<file path="config.mk">
export PLATFORM = sky130hd
export DESIGN_NAME = vga_timing_gen
export DESIGN_NICKNAME = d
export VERILOG_FILES = /design/src/rtl/vga_timing_gen.sv
export SDC_FILE = /design/constraint.sdc
export NUM_CORES = 1
export LEC_CHECK = 0
export ABC_AREA = 0
export BUFFER_PORTS_ARGS = -buffer_cell sky130_fd_sc_hd__buf_2
export CAP_MARGIN = 20
export CORE_UTILIZATION = 40
export DETAILED_ROUTE_END_ITERATION = 7
export PLACE_DENSITY_LB_ADDON = 0.2
export SKIP_CTS_REPAIR_TIMING = 1
export SYNTH_ARGS = -nofsm -noshare
export SYNTH_HDL_FRONTEND = slang
export SYNTH_SLANG_ARGS = --single-unit
</file>
<file path="constraint.sdc">
create_clock -name clk -period 2.9 [get_ports clk]
set_input_delay 0.29 -clock clk [delete_from_list [all_inputs] [get_ports clk]]
set_output_delay 0.29 -clock clk [all_outputs]
set_load 0.005 [all_outputs]
</file>
<file path="src/rtl/vga_timing_gen.sv">
// VGA raster timing: pixel-rate divider, h/v scan counters, and
// registered x/y, video_on, hsync/vsync, pixel_tick and start strobes.
//
// Ports:
//   clk         system clock
//   reset       synchronous, active-high reset
//   x, y        current scan position (10 bits each)
//   video_on    high inside the visible area
//   hsync/vsync sync outputs, asserted level = SYNC_POL
//   pixel_tick  high on the last system clock of each pixel period
//   line_start  pixel_tick at x==0
//   frame_start pixel_tick at x==0, y==0
module vga_timing_gen #(
    parameter int PIX_DIV  = 2,
    parameter int H_ACTIVE = 640,
    parameter int H_FP     = 16,
    parameter int H_SYNC   = 96,
    parameter int H_BP     = 48,
    parameter int V_ACTIVE = 480,
    parameter int V_FP     = 10,
    parameter int V_SYNC   = 2,
    parameter int V_BP     = 33,
    parameter bit SYNC_POL = 1'b0
) (
    input  logic       clk,
    input  logic       reset,
    output logic [9:0] x,
    output logic [9:0] y,
    output logic       video_on,
    output logic       hsync,
    output logic       vsync,
    output logic       pixel_tick,
    output logic       line_start,
    output logic       frame_start
);

    localparam int H_TOTAL = H_ACTIVE + H_FP + H_SYNC + H_BP;
    localparam int V_TOTAL = V_ACTIVE + V_FP + V_SYNC + V_BP;
    localparam int DW      = (PIX_DIV > 1) ? $clog2(PIX_DIV) : 1;

    if (H_TOTAL > 1024 || V_TOTAL > 1024 || PIX_DIV < 1) begin : g_param_err
        $error("vga_timing_gen: totals must be <= 1024 and PIX_DIV >= 1");
    end

    localparam logic [DW-1:0] DIV_LAST = DW'(PIX_DIV - 1);
    localparam logic [9:0]    X_LAST   = 10'(H_TOTAL - 1);
    localparam logic [9:0]    Y_LAST   = 10'(V_TOTAL - 1);

    localparam logic [10:0] H_E_ACT  = 11'(H_ACTIVE);
    localparam logic [10:0] H_E_FP   = 11'(H_ACTIVE + H_FP);
    localparam logic [10:0] H_E_SYNC = 11'(H_ACTIVE + H_FP + H_SYNC);
    localparam logic [10:0] V_E_ACT  = 11'(V_ACTIVE);
    localparam logic [10:0] V_E_FP   = 11'(V_ACTIVE + V_FP);
    localparam logic [10:0] V_E_SYNC = 11'(V_ACTIVE + V_FP + V_SYNC);

    typedef enum logic [1:0] {
        PH_ACTIVE,
        PH_FRONT,
        PH_SYNC,
        PH_BACK
    } phase_t;

    // Decode the scan phase of a counter against its three phase ends.
    function automatic phase_t phase_of(
        input logic [9:0]  c,
        input logic [10:0] e_act,
        input logic [10:0] e_fp,
        input logic [10:0] e_sync
    );
        logic [10:0] w;
        w = {1'b0, c};
        phase_of = PH_BACK;
        unique case (1'b1)
            (w < e_act):                  phase_of = PH_ACTIVE;
            (w >= e_act && w < e_fp):     phase_of = PH_FRONT;
            (w >= e_fp && w < e_sync):    phase_of = PH_SYNC;
            default:                      phase_of = PH_BACK;
        endcase
    endfunction

    logic [DW-1:0] div;
    logic [DW-1:0] div_n;
    logic [9:0]    x_n;
    logic [9:0]    y_n;
    logic          tick_n;
    logic          run;
    phase_t        hph_n;
    phase_t        vph_n;

    // run is low only on the first edge after reset: that edge parks the
    // scan at (0,0) with div=0 so each position still lasts PIX_DIV clocks.
    always_comb begin
        div_n = div;
        x_n   = x;
        y_n   = y;
        if (!run) begin
            div_n = '0;
            x_n   = '0;
            y_n   = '0;
        end else if (div == DIV_LAST) begin
            div_n = '0;
            if (x == X_LAST) begin
                x_n = '0;
                y_n = (y == Y_LAST) ? 10'd0 : y + 10'd1;
            end else begin
                x_n = x + 10'd1;
            end
        end else begin
            div_n = div + 1'b1;
        end
        tick_n = (div_n == DIV_LAST);
        hph_n  = phase_of(x_n, H_E_ACT, H_E_FP, H_E_SYNC);
        vph_n  = phase_of(y_n, V_E_ACT, V_E_FP, V_E_SYNC);
    end

    // Every output is decoded from next-state counters so all of them
    // change together on one edge.
    always_ff @(posedge clk) begin
        if (reset) begin
            run         <= 1'b0;
            div         <= '0;
            x           <= '0;
            y           <= '0;
            video_on    <= 1'b0;
            hsync       <= ~SYNC_POL;
            vsync       <= ~SYNC_POL;
            pixel_tick  <= 1'b0;
            line_start  <= 1'b0;
            frame_start <= 1'b0;
        end else begin
            run         <= 1'b1;
            div         <= div_n;
            x           <= x_n;
            y           <= y_n;
            video_on    <= (hph_n == PH_ACTIVE) && (vph_n == PH_ACTIVE);
            hsync       <= (hph_n == PH_SYNC) ? SYNC_POL : ~SYNC_POL;
            vsync       <= (vph_n == PH_SYNC) ? SYNC_POL : ~SYNC_POL;
            pixel_tick  <= tick_n;
            line_start  <= tick_n && (x_n == 10'd0);
            frame_start <= tick_n && (x_n == 10'd0) && (y_n == 10'd0);
        end
    end

endmodule

</file>
Yosys cells after proc, flatten, opt, wreduce, memory -nomap -nowiden
Cells that the tools add are included.
{"block": "word_totals", "ff_bits": 27, "latch_bits": 0, "mem_bits_rw": 0, "rom_bits": 0, "elab_cells": 51, "memories": 0}
{"block": "classes", "addsub": 3, "multipliers": 0, "div_mod_pow": 0, "order_cmp": 10, "n_eq_ne": 4, "shift": 0, "n_mux": 14, "bitwise": 0, "reduce_logical": 11}
{"operator": "$mux 10", "n": 7}
{"operator": "$lt 10x10->1 const B", "n": 3}
{"operator": "$lt 10x9->1 const B", "n": 3}
{"operator": "$add 10x1->10 const B", "n": 2}
{"operator": "$eq 10x10->1 const B", "n": 2}
{"operator": "$ge 10x10->1 const B", "n": 2}
{"operator": "$ge 10x9->1 const B", "n": 2}
{"operator": "$logic_not 10->1", "n": 2}
{"operator": "$pmux 2 s3", "n": 2}
{"operator": "$logic_and 1x1->1", "n": 7}
{"operator": "$mux 1", "n": 5}
{"operator": "$eq 2x2->1 const B", "n": 2}
{"operator": "$logic_not 2->1", "n": 2}
{"operator": "$add 1x1->1 const B", "n": 1}

Logic depth before layout (Yosys ltp)
Gate-level depths: netlist of run 1.
{"block": "depth", "depth_word": 10, "ltp_mapped": 9, "ltp_nobuf": 8}

Worst setup path after synthesis of run 1
Ideal clock, no wire load.
{"block": "synth_path", "kind": "register to register", "start": "register x[0]", "end": "register vsync", "arrival_time_ns": 2.116, "setup_slack_ns": 0.650, "path_stages_with_launch": 9, "path_buffers": 1, "period_less_slack_ns": 2.250, "path_cell_list": "dfxtp_1 -> ha_1 -> nand2_4 -> or4_4 -> buf_6 -> nor4_1 -> o22ai_1 -> nor4_2 -> nand4_1"}
{"block": "synth_via", "elab_chain_cells": 9, "elab_cells_between_ends": 14, "classes_between": "5 x order compare; 2 x eq/ne; 5 x mux; 2 x reduce/logical"}
{"element": "start, declared", "line": "27", "text": "output logic [9:0] x,"}
{"element": "start signal, assigned", "line": "133", "text": "x <= x_n;"}
{"element": "$eq 10x10->1 *", "line": "102", "text": "if (x == X_LAST) begin"}
{"element": "$mux 10 *", "line": "102"}
{"element": "$mux 10 *", "line": "100", "text": "end else if (div == DIV_LAST) begin"}
{"element": "$mux 10 *", "line": "96", "text": "if (!run) begin"}
{"element": "$ge 10x9->1 (tied with other cells)", "line": "76", "text": "(w >= e_fp && w < e_sync): phase_of = PH_SYNC;"}
{"element": "$logic_and 1x1->1, on equally long branches", "line": "76, 75"}
{"element": "$pmux 2 s3 *", "line": "73", "text": "unique case (1'b1)"}
{"element": "$eq 2x2->1 *", "line": "137", "text": "vsync <= (vph_n == PH_SYNC) ? SYNC_POL : ~SYNC_POL;"}
{"element": "$mux 1 *", "line": "137"}
{"element": "end signal, assigned", "line": "126", "text": "vsync <= ~SYNC_POL;"}
{"element": "end signal, assigned", "line": "137"}
{"element": "end, declared", "line": "31", "text": "output logic vsync,"}
Mark *: on every way between the ends. The rest lies on a longest branch, timed or not.
A chain may end at the register's enable or synchronous reset.

Worst setup path in the final report of run 1
Same ends and word-level chain as after synthesis.

==> results of run 1 <==
## layout by cell type, fill, tap and decap left out, types with 2 or more instances in the layout
master	count
xnor2_1	8
a21oi_1	6
nand2b_1	2
dfxtp_1	27
nor3_1	7
ha_1	3
nor4_1	6
nor3b_1	2
nand4_1	6
nor2_1	32
nor4_2	3
nand2_1	9
nand4b_1	2
clkbuf_8	3
o21ba_2	2
inv_1	7
buf_2	27
o31a_1	2
a31oi_1	2
nor2b_1	2
buf_4	4
and2_1	2
and4_1	2
xor2_1	3
o21ai_0	6
nand3_1	9
## flip-flops by register name (all words and copies together) (netlist names)
name         cells
hsync            1
frame_start      1
x               10
video_on         1
line_start       1
y               10
run              1
div              1
vsync            1
## stage by stage
stage          util [%]  hold slack, ns  setup WS (ns)  instance area [µm²]
2_1_floorplan         -           0.369          0.650                 1540
3_3_place_gp       45.9           0.487          0.558                 1690
3_5_place_dp       45.9           0.482          0.432                 1690
4_1_cts            47.2           0.179          0.428                 1740
5_1_grt            47.2           0.182          0.229                 1740
6_report           47.2           0.184          0.434                 1740
## cells by family after synthesis
| family | after synthesis |
|---|---|
| muxes | 1 |
| buffers and inverters | 15 |
| AOI/OAI and AO/OA | 30 |
| adders and majority gates | 3 |
| xor gates and xnor gates | 11 |
| and+or+nand+nor | 94 |
| DFF | 27 |
## report_power, final
group          switching [mW]  internal, mW
combinational          0.0112       0.00784
clock                   0.121        0.0976
sequential            0.00511         0.375
total                   0.137         0.480
## layer usage
layer,part of all wire [%],track usage (%),vias up
met4,2.2,10.0,0
met1,45,24.3,676
li1,-,-,710
met2,49,31.9,30
met3,3.5,2.86,8
met5,0,0,-
## how the worst max path moves through the flow
stage | startpoint | end | slack (ns) | cells after the start
5_1_grt | x[0] | vsync | 0.23 | 7
4_1_cts | x[0] | vsync | 0.43 | 7
2_1_floorplan | x[0] | vsync | 0.65 | 8
6_report | x[0] | vsync | 0.43 | 7
3_3_place_gp | x[0] | vsync | 0.56 | 7
3_5_place_dp | x[0] | vsync | 0.43 | 7
## worst max-delay path: stages, from the launching register on
cell	delay, ns
dfxtp_1	0.44
ha_1	0.27
nand2_4	0.09
or4_4	0.60
nor4_1	0.44
o22ai_1	0.15
nor4_2	0.26
nand4_1	0.11
## final cells by class
| cell class | count | area, µm² | share of cell area [%] |
|---|---|---|---|
| Inverter | 7 | 26.3 | 1.51 |
| Clock inverter | 1 | 7.51 | 0.431 |
| Sequential cell | 27 | 541 | 31.1 |
| Multi-Input combinational cell | 139 | 900 | 51.7 |
| Timing Repair Buffer | 31 | 165 | 9.49 |
| Clock buffer | 3 | 41.3 | 2.37 |
| Tap cell | 48 | 60.1 | 3.45 |
==> impl_metrics.env, run 1 <==
export IMPL_routed_via_density=5.56
export IMPL_max_slew_margin_pct=71.1
export IMPL_drive_above_1_share_pct=23.6
export IMPL_period_minus_slack_ns=2.47
export IMPL_crit_arrival_ns=2.63
export IMPL_hold_depth=2
export IMPL_antenna_found_initial=0
export IMPL_dpl_cell_count=252
export IMPL_grt_max_degree=17
export IMPL_ys_types=50
export IMPL_syn_area_um2=1540
export IMPL_initial_core_util_pct=41.8
export IMPL_hold_path_endpoint="video_on"
export IMPL_detailed_place_hpwl_um=2750
export IMPL_yosys_area_top_type_share_pct=35.0
export IMPL_total_power_uw=617
export IMPL_dr_pass1_iters=4
export IMPL_end_kind="register"
export IMPL_setup_viol=0
export IMPL_start_kind="register"
export IMPL_fillCellCount=377
export IMPL_n_antenna_cell=0
export IMPL_synth_edff_count=0
export IMPL_worstPathRequired_ns=3.06
export IMPL_hp_start="reset"
export IMPL_crit_fanout=14
export IMPL_fin_setup_tns_ns=0
export IMPL_io_buffers=27
export IMPL_ir_drop_mv=0.181
export IMPL_rrSetupSlack_ns=0.43
export IMPL_syn_inst=181
export IMPL_synthMuxAreaShare_pct=0.649
export IMPL_dieArea_um2=4110
export IMPL_cts_tree="done"
export IMPL_grt_ovfl_total=0
export IMPL_wl_per_cell_um=14.3
export IMPL_synth_fp_nets=186
export IMPL_die_y_um=64.1
export IMPL_fmax_ghz=0.405
export IMPL_power_density_nw_per_um2=355
export IMPL_worst_slew_pin_slew_ns=0.431
export IMPL_root_buffer="clkbuf_8"
export IMPL_r2r_end="vsync"
export IMPL_hold_viol=0
export IMPL_synth_seq_cells=27
export IMPL_clk_latency_ns=0.28
export IMPL_synth_compound_area_share_pct=13.6
export IMPL_rsz0062_at_grt="false"
export IMPL_synth_fa_ha_area_share_pct=2.43
export IMPL_yosysWarnings=0
export IMPL_tritoncts_num_buffers=3
export IMPL_htree_levels=1
export IMPL_stdcell_count=256
export IMPL_r2r_cells=7
export IMPL_rr_startpoint="x[0]"
export IMPL_coreArea_um2=3690
export IMPL_dieWidth_um=64.1
export IMPL_yosysMostFrequentCell="nor2_1"
export IMPL_drt_iter0_drc=49
export IMPL_gr_usage_all_layers_pct=19.3
export IMPL_grt_pass1_vias=1357
export IMPL_synth_top_family_by_area="simple AND/OR/NAND/NOR gates"
export IMPL_max_clock_path_buffers=2
export IMPL_p_leak_nw=0.643
export IMPL_cts_num_sinks=27
export IMPL_ant_nets=0
export IMPL_synthSimpleGateAreaFrac_pct=35.4
export IMPL_nNetsFinal=214
export IMPL_fin_worst_skew_ns=0.00847
export IMPL_drv_cap=0
export IMPL_vias=1424
export IMPL_wirelength_um=3670
export IMPL_yosys_most_used_dff="dfxtp_1"
export IMPL_drc_errors=0
export IMPL_async_flop_share_pct=0
export IMPL_yosys_top_cells_area="dfxtp_1 35%, nor2_1 7.8%, xnor2_1 4.5%, nand3_1 2.9%, clkbuf_8 2.7%"
export IMPL_grt_pass1_wl_um=6230
export IMPL_gp_congestion=0.856
export IMPL_run_status="finished, final reports clean"
export IMPL_rows=22
export IMPL_clkSlewWorstSetupHoldPaths_ns=0.10
export IMPL_io_pins=28
export IMPL_worstSetupPathType="register to register"
export IMPL_avgSynthCellArea_um2=8.52
export IMPL_yosys_area_top_type="dfxtp_1"
export IMPL_ys_top_cells_by_count="32 x nor2_1, 27 x dfxtp_1, 9 x nand2_1, 9 x nand3_1, 8 x xnor2_1"
export IMPL_timing_final_crit_share_pct=85.1
export IMPL_area_growth_pct=12.8
export IMPL_drv_slew=0
export IMPL_min_path_type="input port to register"
export IMPL_yosysSeqAreaShare_pct=35.0
export IMPL_synth_xor_area_share_pct=6.24
Power figures use the tool's default switching activity.
==> inputs of run 2 (changes only) <==
CELL_PAD_IN_SITES_DETAIL_PLACEMENT = 0   (was not set)
CELL_PAD_IN_SITES_GLOBAL_PLACEMENT = 1   (was not set)
CORE_MARGIN = 2   (was not set)
==> run 2 against run 1 <==
Net effect:
- worst setup slack improved by 0.028 ns
- clock-buffer cell count grew 1
- maximum frequency grew 1.1%
- clock power decreased by 6%
- largest power group unchanged
==> impl_metrics.env, run 2 (synthesized netlist as in run 1, its figures left out) <==
export IMPL_run_status="finished, final reports clean"
export IMPL_crit_cells=7
export IMPL_power_density_nw_per_um2=348
export IMPL_wirelength_um=3630
export IMPL_die_y_um=66.1
export IMPL_ant_nets=0
export IMPL_rrSetupSlack_ns=0.46
export IMPL_grt_max_degree=15
export IMPL_hold_depth=2
export IMPL_dr_pass1_iters=4
export IMPL_timing_critical_path_cells="ha_1 -> nand2_4 -> or4_4 -> nor4_1 -> o22ai_1 -> nor4_2 -> nand4_1"
export IMPL_fin_area_um2=1740
export IMPL_worstSetupPathType="register to register"
export IMPL_root_buffer="clkbuf_8"
export IMPL_total_power_uw=605
export IMPL_area_growth_pct=12.6
export IMPL_timing_final_crit_share_pct=84.1
export IMPL_crit_fanout=14
export IMPL_grt_pass1_wl_um=6150
export IMPL_mostFrequentLayoutCell="nor2_1"
export IMPL_grt_ovfl_total=0
export IMPL_cts_tree="done"
export IMPL_gp_congestion=0.844
export IMPL_start_kind="register"
export IMPL_clkSlewWorstSetupHoldPaths_ns=0.09
export IMPL_detailed_place_hpwl_um=2810
export IMPL_routed_via_density=5.34
export IMPL_io_pins=28
export IMPL_antenna_found_initial=0
export IMPL_crit_buf_inv=0
export IMPL_htree_levels=1
export IMPL_initial_core_util_pct=41.8
export IMPL_coreArea_um2=3690
export IMPL_max_slew_margin_pct=70.4
export IMPL_clk_latency_ns=0.27
export IMPL_nNetsFinal=214
export IMPL_drv_slew=0
export IMPL_n_antenna_cell=0
export IMPL_hold_path_endpoint="video_on"
export IMPL_path_delay_family="simple AND/OR/NAND/NOR gates"
export IMPL_wl_per_cell_um=14.2
export IMPL_min_path_type="input port to register"
export IMPL_vias=1368
export IMPL_crit_arrival_ns=2.58
export IMPL_dieArea_um2=4370
export IMPL_r2r_cells=7
export IMPL_rsz0062_at_grt="false"
export IMPL_gr_usage_all_layers_pct=18.2
export IMPL_drt_iter0_drc=88
export IMPL_rr_startpoint="x[0]"
export IMPL_max_clock_path_buffers=2
export IMPL_cts_num_sinks=27
export IMPL_drv_cap=0
export IMPL_hp_start="reset"
export IMPL_r2r_end="vsync"
export IMPL_ir_drop_mv=0.151
export IMPL_top_regs="x x10, y x10"
export IMPL_worstPathRequired_ns=3.04
export IMPL_io_buffers=27
export IMPL_fin_worst_skew_ns=0.00978
export IMPL_final_cell_mix="32 x nor2_1, 27 x dfxtp_1, 27 x buf_2"
export IMPL_drc_errors=0
export IMPL_rows=22
export IMPL_holdWs_ns=0.202
export IMPL_grt_pass1_vias=1326
export IMPL_slowest_delay_ns=0.60
export IMPL_worst_slew_pin_slew_ns=0.442
export IMPL_fillCellCount=383
export IMPL_drive_above_1_share_pct=23.1
export IMPL_dpl_cell_area_um2=1690
export IMPL_fin_setup_tns_ns=0
export IMPL_tritoncts_num_buffers=3
export IMPL_dieWidth_um=66.1
export IMPL_end_kind="register"
export IMPL_p_leak_nw=0.644
export IMPL_slowest_stage="or4_4"
export IMPL_setup_viol=0
export IMPL_period_minus_slack_ns=2.44
export IMPL_hold_viol=0
export IMPL_fmax_ghz=0.410
run 2: cell types whose count changed in the layout (fill, tap and decap cells not counted):
cell        previous run  this run
clkinvlp_4             1         0
clkbuf_1               0         1
run 2: worst max-delay path by stage:
stage / startpoint / to / slack (ns)
6_report: x[0] / vsync / 0.46
2_1_floorplan: x[0] / vsync / 0.65
5_1_grt: x[0] / vsync / 0.22
4_1_cts: x[0] / vsync / 0.43
3_5_place_dp: x[0] / vsync / 0.46
3_3_place_gp: x[0] / vsync / 0.55
run 2: cell type report:
type                            instances  area [µm²]  share of cell area [%]
Sequential cell                        27         541                    31.1
Inverter                                7        26.3                    1.51
Timing Repair Buffer                   31         165                    9.51
Multi-Input combinational cell        139         900                    51.8
Clock buffer                            4        45.0                    2.59
Tap cell                               48        60.1                    3.46
run 2: power by group:
part | total (mW) | internal (mW) | switching, mW
Sequential | 0.380 | 0.375 | 0.00512
Clock | 0.206 | 0.0982 | 0.108
Combinational | 0.0191 | 0.00785 | 0.0112
run 2: through the flow:
step	util [%]	std cells	setup WS [ns]
2_1_floorplan	-	181	0.650
3_3_place_gp	45.9	252	0.546
3_5_place_dp	45.9	252	0.464
4_1_cts	47.1	256	0.432
5_1_grt	47.1	256	0.224
6_report	47.1	256	0.461
run 2: per-layer routing:
layer  wire (µm)  global-route usage (%)  up-vias
li1            -                       -      714
met2        1830                    32.1       22
met3         104                    2.21        4
met1        1660                    23.2      628
met5           0                       0        -
met4          33                    5.10        0
